<file path="src/rtl/if_fetch.sv">
// if_fetch: instruction-fetch stage feeding decode.
// Issues sequential word fetches over a req/gnt/rvalid handshake, tags each grant with its PC,
// buffers returned words in an in-order queue and presents one {pc, inst} pair per cycle.
// A flush redirects the PC and discards queued and in-flight words.
// Optional: define IF_FETCH_STAT_EN to enable the delivered-instruction counter on fetch_cnt_o.
module if_fetch #(
    parameter logic [31:0] RESET_PC = 32'h0000_0000,
    parameter int unsigned FQ_DEPTH = 2
) (
    input  logic        clk,
    input  logic        rst,
    input  logic        stall_i,
    input  logic        flush_i,
    input  logic [31:0] flush_pc_i,
    output logic        imem_req_o,
    output logic [31:0] imem_addr_o,
    input  logic        imem_gnt_i,
    input  logic        imem_rvalid_i,
    input  logic [31:0] imem_rdata_i,
    output logic        inst_valid_o,
    output logic [31:0] pc_o,
    output logic [31:0] inst_o,
    output logic [31:0] fetch_cnt_o
);
    localparam int unsigned AW = $clog2(FQ_DEPTH);
    localparam int unsigned CW = AW + 1;
    localparam logic [CW:0] DEPTH_W = (CW + 1)'(FQ_DEPTH);

    typedef enum logic {StWait, StRun} state_e;

    state_e        r_state, w_state_d;
    logic [31:0]   r_fetch_pc, w_fetch_pc_d;
    logic [CW-1:0] r_outstanding, w_out_d;
    logic [CW-1:0] r_drop, w_drop_d;
    logic [CW-1:0] r_qcount, w_qcount_d;
    logic [AW-1:0] r_q_wptr, r_q_rptr, r_tag_wptr, r_tag_rptr;
    logic [31:0]   r_q_pc   [FQ_DEPTH];
    logic [31:0]   r_q_inst [FQ_DEPTH];
    logic [31:0]   r_tag    [FQ_DEPTH];

    logic w_run, w_credit, w_req, w_grant, w_rsp, w_push, w_pop, w_valid;

    // Handshake decode; credits use registered counts so a same-cycle pop frees nothing.
    always_comb begin
        w_run    = (r_state == StRun);
        w_credit = ({1'b0, r_outstanding} + {1'b0, r_qcount}) < DEPTH_W;
        w_req    = w_run & ~flush_i & w_credit;
        w_grant  = w_req & imem_gnt_i;
        // Words with nothing outstanding are stale leftovers from before a reset.
        w_rsp    = w_run & imem_rvalid_i & (r_outstanding != '0);
        w_push   = w_rsp & (r_drop == '0) & ~flush_i;
        w_valid  = (r_qcount != '0);
        w_pop    = w_valid & ~stall_i & ~flush_i;
    end

    // FSM next state: one idle cycle after reset, then run until the next reset.
    always_comb begin
        w_state_d = r_state;
        unique case (r_state)
            StWait:  w_state_d = StRun;
            StRun:   w_state_d = StRun;
            default: w_state_d = StWait;
        endcase
    end

    // Counter and PC next state; flush overrides push, pop and grant.
    always_comb begin
        w_fetch_pc_d = r_fetch_pc;
        w_out_d      = r_outstanding + CW'(w_grant) - CW'(w_rsp);
        w_drop_d     = r_drop;
        w_qcount_d   = r_qcount + CW'(w_push) - CW'(w_pop);
        if (flush_i) begin
            w_fetch_pc_d = flush_pc_i & 32'hFFFF_FFFC;
            // Everything still in flight after this cycle belongs to the old path.
            w_drop_d     = r_outstanding - CW'(w_rsp);
            w_qcount_d   = '0;
        end else begin
            if (w_grant) w_fetch_pc_d = r_fetch_pc + 32'd4;
            if (w_rsp && (r_drop != '0)) w_drop_d = r_drop - CW'(1);
        end
    end

    // State, counters and FIFO pointers.
    always_ff @(posedge clk or negedge rst) begin
        if (!rst) begin
            r_state       <= StWait;
            r_fetch_pc    <= RESET_PC;
            r_outstanding <= '0;
            r_drop        <= '0;
            r_qcount      <= '0;
            r_q_wptr      <= '0;
            r_q_rptr      <= '0;
            r_tag_wptr    <= '0;
            r_tag_rptr    <= '0;
        end else begin
            r_state       <= w_state_d;
            r_fetch_pc    <= w_fetch_pc_d;
            r_outstanding <= w_out_d;
            r_drop        <= w_drop_d;
            r_qcount      <= w_qcount_d;
            if (flush_i) begin
                r_q_wptr   <= '0;
                r_q_rptr   <= '0;
                r_tag_wptr <= '0;
                r_tag_rptr <= '0;
            end else begin
                if (w_push)  r_q_wptr   <= r_q_wptr + 1'b1;
                if (w_pop)   r_q_rptr   <= r_q_rptr + 1'b1;
                if (w_grant) r_tag_wptr <= r_tag_wptr + 1'b1;
                // Every kept response consumes the oldest granted tag.
                if (w_push)  r_tag_rptr <= r_tag_rptr + 1'b1;
            end
        end
    end

    // Tag and queue storage; contents are only observed through valid pointers.
    always_ff @(posedge clk) begin
        if (w_grant) r_tag[r_tag_wptr] <= r_fetch_pc;
        if (w_push) begin
            r_q_pc[r_q_wptr]   <= r_tag[r_tag_rptr];
            r_q_inst[r_q_wptr] <= imem_rdata_i;
        end
    end

    assign imem_req_o   = w_req;
    assign imem_addr_o  = r_fetch_pc;
    assign inst_valid_o = w_valid;
    assign pc_o         = w_valid ? r_q_pc[r_q_rptr] : 32'h0;
    assign inst_o       = w_valid ? r_q_inst[r_q_rptr] : 32'h0;

`ifdef IF_FETCH_STAT_EN
    logic [31:0] r_fetch_cnt;

    // Count instructions actually handed to decode.
    always_ff @(posedge clk or negedge rst) begin
        if (!rst) r_fetch_cnt <= '0;
        else if (w_pop) r_fetch_cnt <= r_fetch_cnt + 32'd1;
    end

    assign fetch_cnt_o = r_fetch_cnt;
`else
    assign fetch_cnt_o = 32'h0;
`endif

`ifndef SYNTHESIS
    a_no_overflow: assert property (@(posedge clk) disable iff (!rst)
        !(w_push && !w_pop && (r_qcount == DEPTH_W[CW-1:0])));
`endif

endmodule

</file>
<file path="config.mk">
export PLATFORM = sky130hd
export DESIGN_NAME = if_fetch
export DESIGN_NICKNAME = d
export VERILOG_FILES = /design/src/rtl/if_fetch.sv
export SDC_FILE = /design/constraint.sdc
export NUM_CORES = 1
export LEC_CHECK = 0
export BUFFER_PORTS_ARGS = -buffer_cell sky130_fd_sc_hd__buf_4
export CORE_MARGIN = 3
export CORE_UTILIZATION = 40
export CTS_BUF_LIST = sky130_fd_sc_hd__clkbuf_4
export CTS_CLUSTER_SIZE = 8
export DETAILED_ROUTE_END_ITERATION = 8
export PLACE_DENSITY_LB_ADDON = 0.08
export SLEW_MARGIN = 20
export SYNTH_ARGS = -nofsm -noshare
export SYNTH_HDL_FRONTEND = slang
export SYNTH_SLANG_ARGS = --single-unit
</file>
<file path="constraint.sdc">
create_clock -name clk -period 3.9 [get_ports clk]
set_clock_uncertainty 0.1 [all_clocks]
set_input_delay 0.39 -clock clk [delete_from_list [all_inputs] [get_ports clk]]
set_output_delay 0.39 -clock clk [all_outputs]
set_load 0.005 [all_outputs]
</file>
==> impl_metrics.py, run 1 <==
metrics = {
    "placed_design": {
        "dpl_cell_area_um2": 10900,
        "portBuffers": 161,
        "gp_congestion": 0.814,
        "place_ws_ps": 968,
        "place_hpwl_mm": 12.9,
    },
    "layout": {
        "multi_input_area_um2": 2610,
        "syn_to_final_growth_pct": 30.5,
        "finalCoreUtilization_pct": 53.7,
        "fin_area_um2": 12300,
        "nets": 994,
        "final_common_cell": "edfxtp_1",
        "drive_above_1_share_pct": 32.5,
        "most-common-layout-cells": "edfxtp_1, buf_4, clkbuf_4",
        "regArea_um2": 6560,
        "fillCellCount": 2012,
    },
    "floorplan": {
        "die_x_um": 160,
        "rows": 55,
        "dieArea_um2": 25500,
        "initial_utilization_pct": 41.2,
        "die_y_um": 160,
        "core_area_um2": 22900,
        "ioPinCount": 200,
    },
    "global_routing": {
        "grt_pass1_vias": 6288,
        "antenna_found_initial": 1,
        "grt.total_usage_pct": 16.0,
        "grt_start_max_net_pins": 65,
        "globalRouteOverflowTotal": 0,
        "grt_pass1_wl_mm": 32.7,
    },
    "detailed_routing": {
        "avgViaCountPerCell": 4.64,
        "routed-via-count": 5931,
        "drt_iter0_markers": 169,
        "post-route-drc-count": 0,
        "drt_wl_total_mm": 20.5,
        "drt-pass1-iter-count": 4,
        "wl_per_cell_um": 16.0,
        "antenna_left": 0,
    },
    "clock_network": {
        "cts_tree": "built",
        "cts_resized": 0,
        "clkTransAtPathRegs_ps": 60,
        "clock-sinks": 225,
        "cts_root_buf": "clkbuf_4",
        "cts_buffer_depth": 3,
        "htree_levels": 2,
        "cts_setup_buffers": 0,
        "cts_buffers": 58,
        "insertion_delay_ps": 640,
    },
    "power": {
        "power_density_nw_per_um2": 467,
        "leakage_nw": 4.69,
        "ir_worst_vdd_v": 0.000227,
    },
    "setup_path": {
        "worstSetupEndpoint": "r_outstanding[1]",
        "regToRegStartpoint": "r_qcount[0]",
        "reg2regPathDepth": 10,
        "cp-end-kind": "flip-flop",
        "startpoint": "r_qcount[0]",
        "r2r_setup_slack_ps": 950,
        "start_kind": "flip-flop",
        "critPathKind": "reg -> reg",
        "crit_fanout": 3,
        "arrival_ps": 3420,
        "worstPathRequired_ps": 4370,
        "rr_endpoint": "r_outstanding[1]",
    },
    "sta": {
        "holdWs_ps": 129,
        "hold_viol_final": 0,
        "finalSetupViolCount": 0,
        "period_needed_ps": 2950,
        "worstMarginPinSlew_ps": 602,
        "drv_slew": 0,
        "max_freq_mhz": 339,
        "min_period_over_period_pct": 75.7,
        "setup_ws_ps": 949,
        "rsz0062_at_grt": "no",
        "relSlewSlack_pct": 59.9,
    },
    "logic_synthesis": {
        "ys_seq_area_share_pct": 69.4,
        "synthesis.instances": 649,
        "yosysUniqueCellTypes": 45,
        "ys.warnings.count": 0,
        "yosys_register_bits": 225,
        "syn_area_per_cell_um2": 14.5,
        "synthesis.area_um2": 9440,
    },
    "status": {
        "outcome": "complete, no violations",
    },
    "run": {
        "maxCapViolCount": 0,
    },
    "worst_hold_path": {
        "min_path_type": "in -> reg",
    },
}
per-stage QoR:
stage          setup TNS [ps]  std cells  power (mW)
2_1_floorplan          -23070        684        3.41
4_1_cts                     0       1276        5.84
3_3_place_gp                0       1104        3.77
3_5_place_dp                0       1104        3.80
6_report                    0       1278        5.75
5_1_grt                     0       1278        6.09
registers in the layout, summed over array words and instances (netlist names):
| register | flops |
|---|---|
| r_drop | 2 |
| r_outstanding | 2 |
| r_q_rptr | 1 |
| r_qcount | 2 |
| r_tag | 60 |
| r_q_pc | 60 |
| r_tag_wptr | 1 |
| r_q_wptr | 1 |
| r_state | 1 |
| imem_addr_o | 30 |
| r_q_inst | 64 |
| r_tag_rptr | 1 |
critical path, cell delays in order, from the launching register on:
cell and delay (ps):
dfrtp_1 420, and2_1 180, fa_1 500, nor4b_1 500
and2_1 270, inv_1 100, ha_1 270, inv_1 40
ha_1 180, xnor2_1 170, xnor2_1 130
metal layers:
| layer | share of wire [%] | GRT usage [%] | routed length (um) |
|---|---|---|---|
| met2 | 49 | 27.2 | 10100 |
| met4 | 2.1 | 5.65 | 424 |
| met3 | 6.2 | 4.50 | 1270 |
| met5 | 0 | 0 | 0 |
| met1 | 43 | 19.7 | 8740 |
logic make-up (layout without fill, tap and decap cells):
group / count (synthesis) / in the layout / share of synthesized area [%]
flip-flops: 225 / 225 / 69.4
AND/OR/NAND/NOR: 172 / 172 / 8.64
multiplexers: 96 / 96 / 10.6
buffers and inverters: 77 / 357 / 4.80
AO/OA/AOI/OAI: 35 / 35 / 2.15
XOR/XNOR: 34 / 34 / 3.16
adder cells (fa/ha/maj): 8 / 8 / 1.14
other: 2 / 38 / 0.0796
Yosys cell counts, drive strengths merged:
| cell | number | area, um2 |
|---|---|---|
| a21oi | 1 | 5.00 |
| a22o | 1 | 8.76 |
| a31o | 1 | 8.76 |
| and2 | 2 | 12.5 |
| and3 | 4 | 25.0 |
| and3b | 1 | 8.76 |
| and4 | 6 | 53.8 |
| buf | 51 | 339 |
| clkbuf | 12 | 55.1 |
| clkdlybuf4s15 | 1 | 10.0 |
| conb | 2 | 7.51 |
| dfrtp | 41 | 1030 |
| edfxtp | 184 | 5530 |
| fa | 1 | 20.0 |
| ha | 7 | 87.6 |
| inv | 13 | 48.8 |
| mux2 | 33 | 372 |
| mux2i | 63 | 631 |
| nand2 | 45 | 169 |
| nand3 | 11 | 60.1 |
| nand4 | 8 | 50.1 |
| nand4b | 1 | 8.76 |
| nor2 | 76 | 285 |
| nor2b | 3 | 18.8 |
| nor3 | 9 | 60.1 |
| nor4 | 2 | 27.5 |
| nor4b | 1 | 8.76 |
| nor4bb | 1 | 10.0 |
| o211a | 1 | 10.0 |
| o211ai | 3 | 22.5 |
| o21ai | 26 | 130 |
| o311ai | 2 | 17.5 |
| or3 | 1 | 6.26 |
| or4 | 1 | 11.3 |
| xnor2 | 22 | 193 |
| xor2 | 12 | 105 |
what timing repair did:
item	CTS	global route
setup endpoints to repair	0	0
endpoints found under the hold margin	136	0
hold buffers	64	0
area by class of cell:
cell class	instances	area share, %
sequential	225	53.2
multi-input combinational	382	21.2
timing repair buffer	236	16.0
clock buffer	89	5.43
tap	313	3.18
clock inverter	19	0.620
inverter	13	0.396
antenna	1	0.0203
worst min path at each step:
stage / cells after the start / slack [ps] / start / endpoint
6_report: 3 / 130 / flush_i / imem_addr_o[9]
3_3_place_gp: 1 / 310 / rst / imem_addr_o[14]
4_1_cts: 3 / 70 / flush_i / imem_addr_o[9]
3_5_place_dp: 1 / 330 / rst / imem_addr_o[18]
2_1_floorplan: 0 / -6 / rst / imem_addr_o[10]
5_1_grt: 3 / 90 / flush_i / imem_addr_o[9]
report_power, final:
group	switching [mW]	leakage [nW]	internal [mW]	total, mW
Combinational	0.434	2.07	0.455	0.889
Sequential	0.125	2.17	2.78	2.90
Clock	0.912	0.451	1.04	1.95
Power figures use the tool's default switching activity.
==> inputs of run 2 (changes only) <==
clock period = 2.39 ns   (was 3.9 ns; I/O delays follow)
==> impl_metrics.py, run 2 (same netlist as run 1, synthesis figures left out) <==
metrics = {
    "floorplan": {
        "dieArea_um2": 25500,
        "die_y_um": 160,
        "ioPinCount": 200,
        "initial_utilization_pct": 41.2,
        "rows": 55,
        "core_area_um2": 22900,
        "die_x_um": 160,
    },
    "layout": {
        "nets": 1053,
        "multi_input_area_um2": 2800,
        "final_common_cell": "buf_4",
        "drive_above_1_share_pct": 39.0,
        "largest_reg_flops": 64,
        "fin_area_um2": 13200,
        "most-common-layout-cells": "buf_4, edfxtp_1, clkbuf_4",
        "largest_register": "r_q_inst",
        "fin_cells": 1325,
        "top_regs": "r_q_inst (64), r_q_pc (60), r_tag (60)",
        "regArea_um2": 6560,
        "finalCoreUtilization_pct": 57.6,
        "fillCellCount": 1920,
        "syn_to_final_growth_pct": 39.9,
    },
    "sta": {
        "final.setup.tns_ps": -2260,
        "finalSetupViolCount": 46,
        "period_needed_ps": 2580,
        "rsz0062_at_grt": "yes",
        "relSlewSlack_pct": 54.9,
        "drv_slew": 0,
        "min_period_over_period_pct": 108,
        "setup_ws_ps": -188,
        "max_freq_mhz": 388,
        "worstMarginPinSlew_ps": 673,
        "hold_viol_final": 0,
        "holdWs_ps": 187,
    },
    "detailed_routing": {
        "antenna_left": 0,
        "drt-pass1-iter-count": 4,
        "drt_wl_total_mm": 23.4,
        "drt_iter0_markers": 289,
        "post-route-drc-count": 0,
        "wl_per_cell_um": 17.6,
        "routed-via-count": 6200,
        "avgViaCountPerCell": 4.68,
    },
    "setup_path": {
        "worstSetupEndpoint": "imem_addr_o[14]",
        "cp-end-kind": "flip-flop",
        "arrival_ps": 3010,
        "startpoint": "r_outstanding[0]",
        "crit_fanout": 3,
        "reg2regPathDepth": 11,
        "regToRegStartpoint": "r_outstanding[0]",
        "worstPathRequired_ps": 2830,
        "r2r_setup_slack_ps": -190,
        "rr_endpoint": "imem_addr_o[14]",
        "start_kind": "flip-flop",
        "critPathKind": "reg -> reg",
    },
    "power": {
        "power.total_mw": 9.75,
        "ir_worst_vdd_v": 0.000432,
        "power_density_nw_per_um2": 739,
        "leakage_nw": 5.11,
    },
    "clock_network": {
        "htree_levels": 2,
        "cts_buffer_depth": 3,
        "insertion_delay_ps": 670,
        "cts_buffers": 56,
        "cts_tree": "built",
        "clock-sinks": 225,
        "clkTransAtPathRegs_ps": 80,
        "cts_root_buf": "clkbuf_4",
    },
    "worst_hold_path": {
        "min_path_type": "in -> reg",
    },
    "global_routing": {
        "antenna_found_initial": 1,
        "grt_pass1_wl_mm": 35.3,
        "grt_pass1_vias": 6645,
        "grt.total_usage_pct": 17.4,
        "grt_start_max_net_pins": 51,
        "globalRouteOverflowTotal": 0,
    },
    "placed_design": {
        "portBuffers": 161,
        "dpl_cell_area_um2": 11200,
        "place_hpwl_mm": 14.2,
        "dpl.cell_count": 1133,
        "gp_congestion": 0.816,
        "place_ws_ps": -200,
    },
    "status": {
        "outcome": "finished, violations left",
        "violations": "negative setup slack",
    },
    "run": {
        "maxCapViolCount": 0,
    },
}
## run 2: cell types whose count changed in the layout (fill, tap and decap cells not counted), moves of 7 or more
cell | before | now
buf_12 | 1 | 10
o21ai_0 | 22 | 4
o21ai_1 | 4 | 22
buf_4 | 170 | 197
clkbuf_4 | 89 | 81
buf_6 | 0 | 13
clkinv_1 | 14 | 7
## run 2: what timing repair did
| item | CTS | global route |
|---|---|---|
| endpoints found under the hold margin | 143 | 0 |
| hold buffers | 69 | 0 |
| gates cloned | 0 | 8 |
| pin swaps | 8 | 25 |
| resized for setup | 32 | 46 |
| setup endpoints to repair | 103 | 80 |
| buffers inserted | 9 | 11 |
## run 2: power by group
group	switching, mW	total [mW]	internal [mW]	leakage, nW
combinational	0.933	2.04	1.10	2.55
clock	1.47	3.01	1.55	0.400
sequential	0.170	4.70	4.53	2.17
total	2.57	9.75	7.18	5.11
## run 2: area by class of cell
class	instances	share of cell area, %
Clock inverter	13	0.493
Tap cell	313	2.97
Clock buffer	81	4.60
Antenna cell	1	0.0190
Sequential cell	225	49.6
Inverter	13	0.388
Multi-Input combinational cell	382	21.2
Timing Repair Buffer	297	20.7
## run 2: worst max-delay path, stage by stage, from the launching register on
cell,delay (ps)
dfrtp_1,380
and2_4,160
fa_2,460
buf_6,140
nor4bb_4,320
buf_4,180
and3b_2,200
buf_4,110
buf_6,100
nand2_2,50
xor2_1,170
o21ai_1,80
## run 2: layer usage
layer | track usage [%] | up-vias | wire [um]
li1 | - | 2962 | -
met1 | 22.4 | 3004 | 9910
met2 | 29.7 | 207 | 11800
met3 | 3.90 | 27 | 1340
met4 | 5.01 | 0 | 267
met5 | 0 | - | 0
## run 2: worst min-delay path by stage
stage,depth (start not counted),end,startpoint
after floorplan,0,imem_addr_o[10],rst
after global placement,1,imem_addr_o[27],rst
after detailed placement,1,imem_addr_o[26],rst
after CTS,6,r_qcount[1],stall_i
after global routing,2,r_q_inst[1][5],imem_rdata_i[5]
final,6,r_qcount[1],stall_i
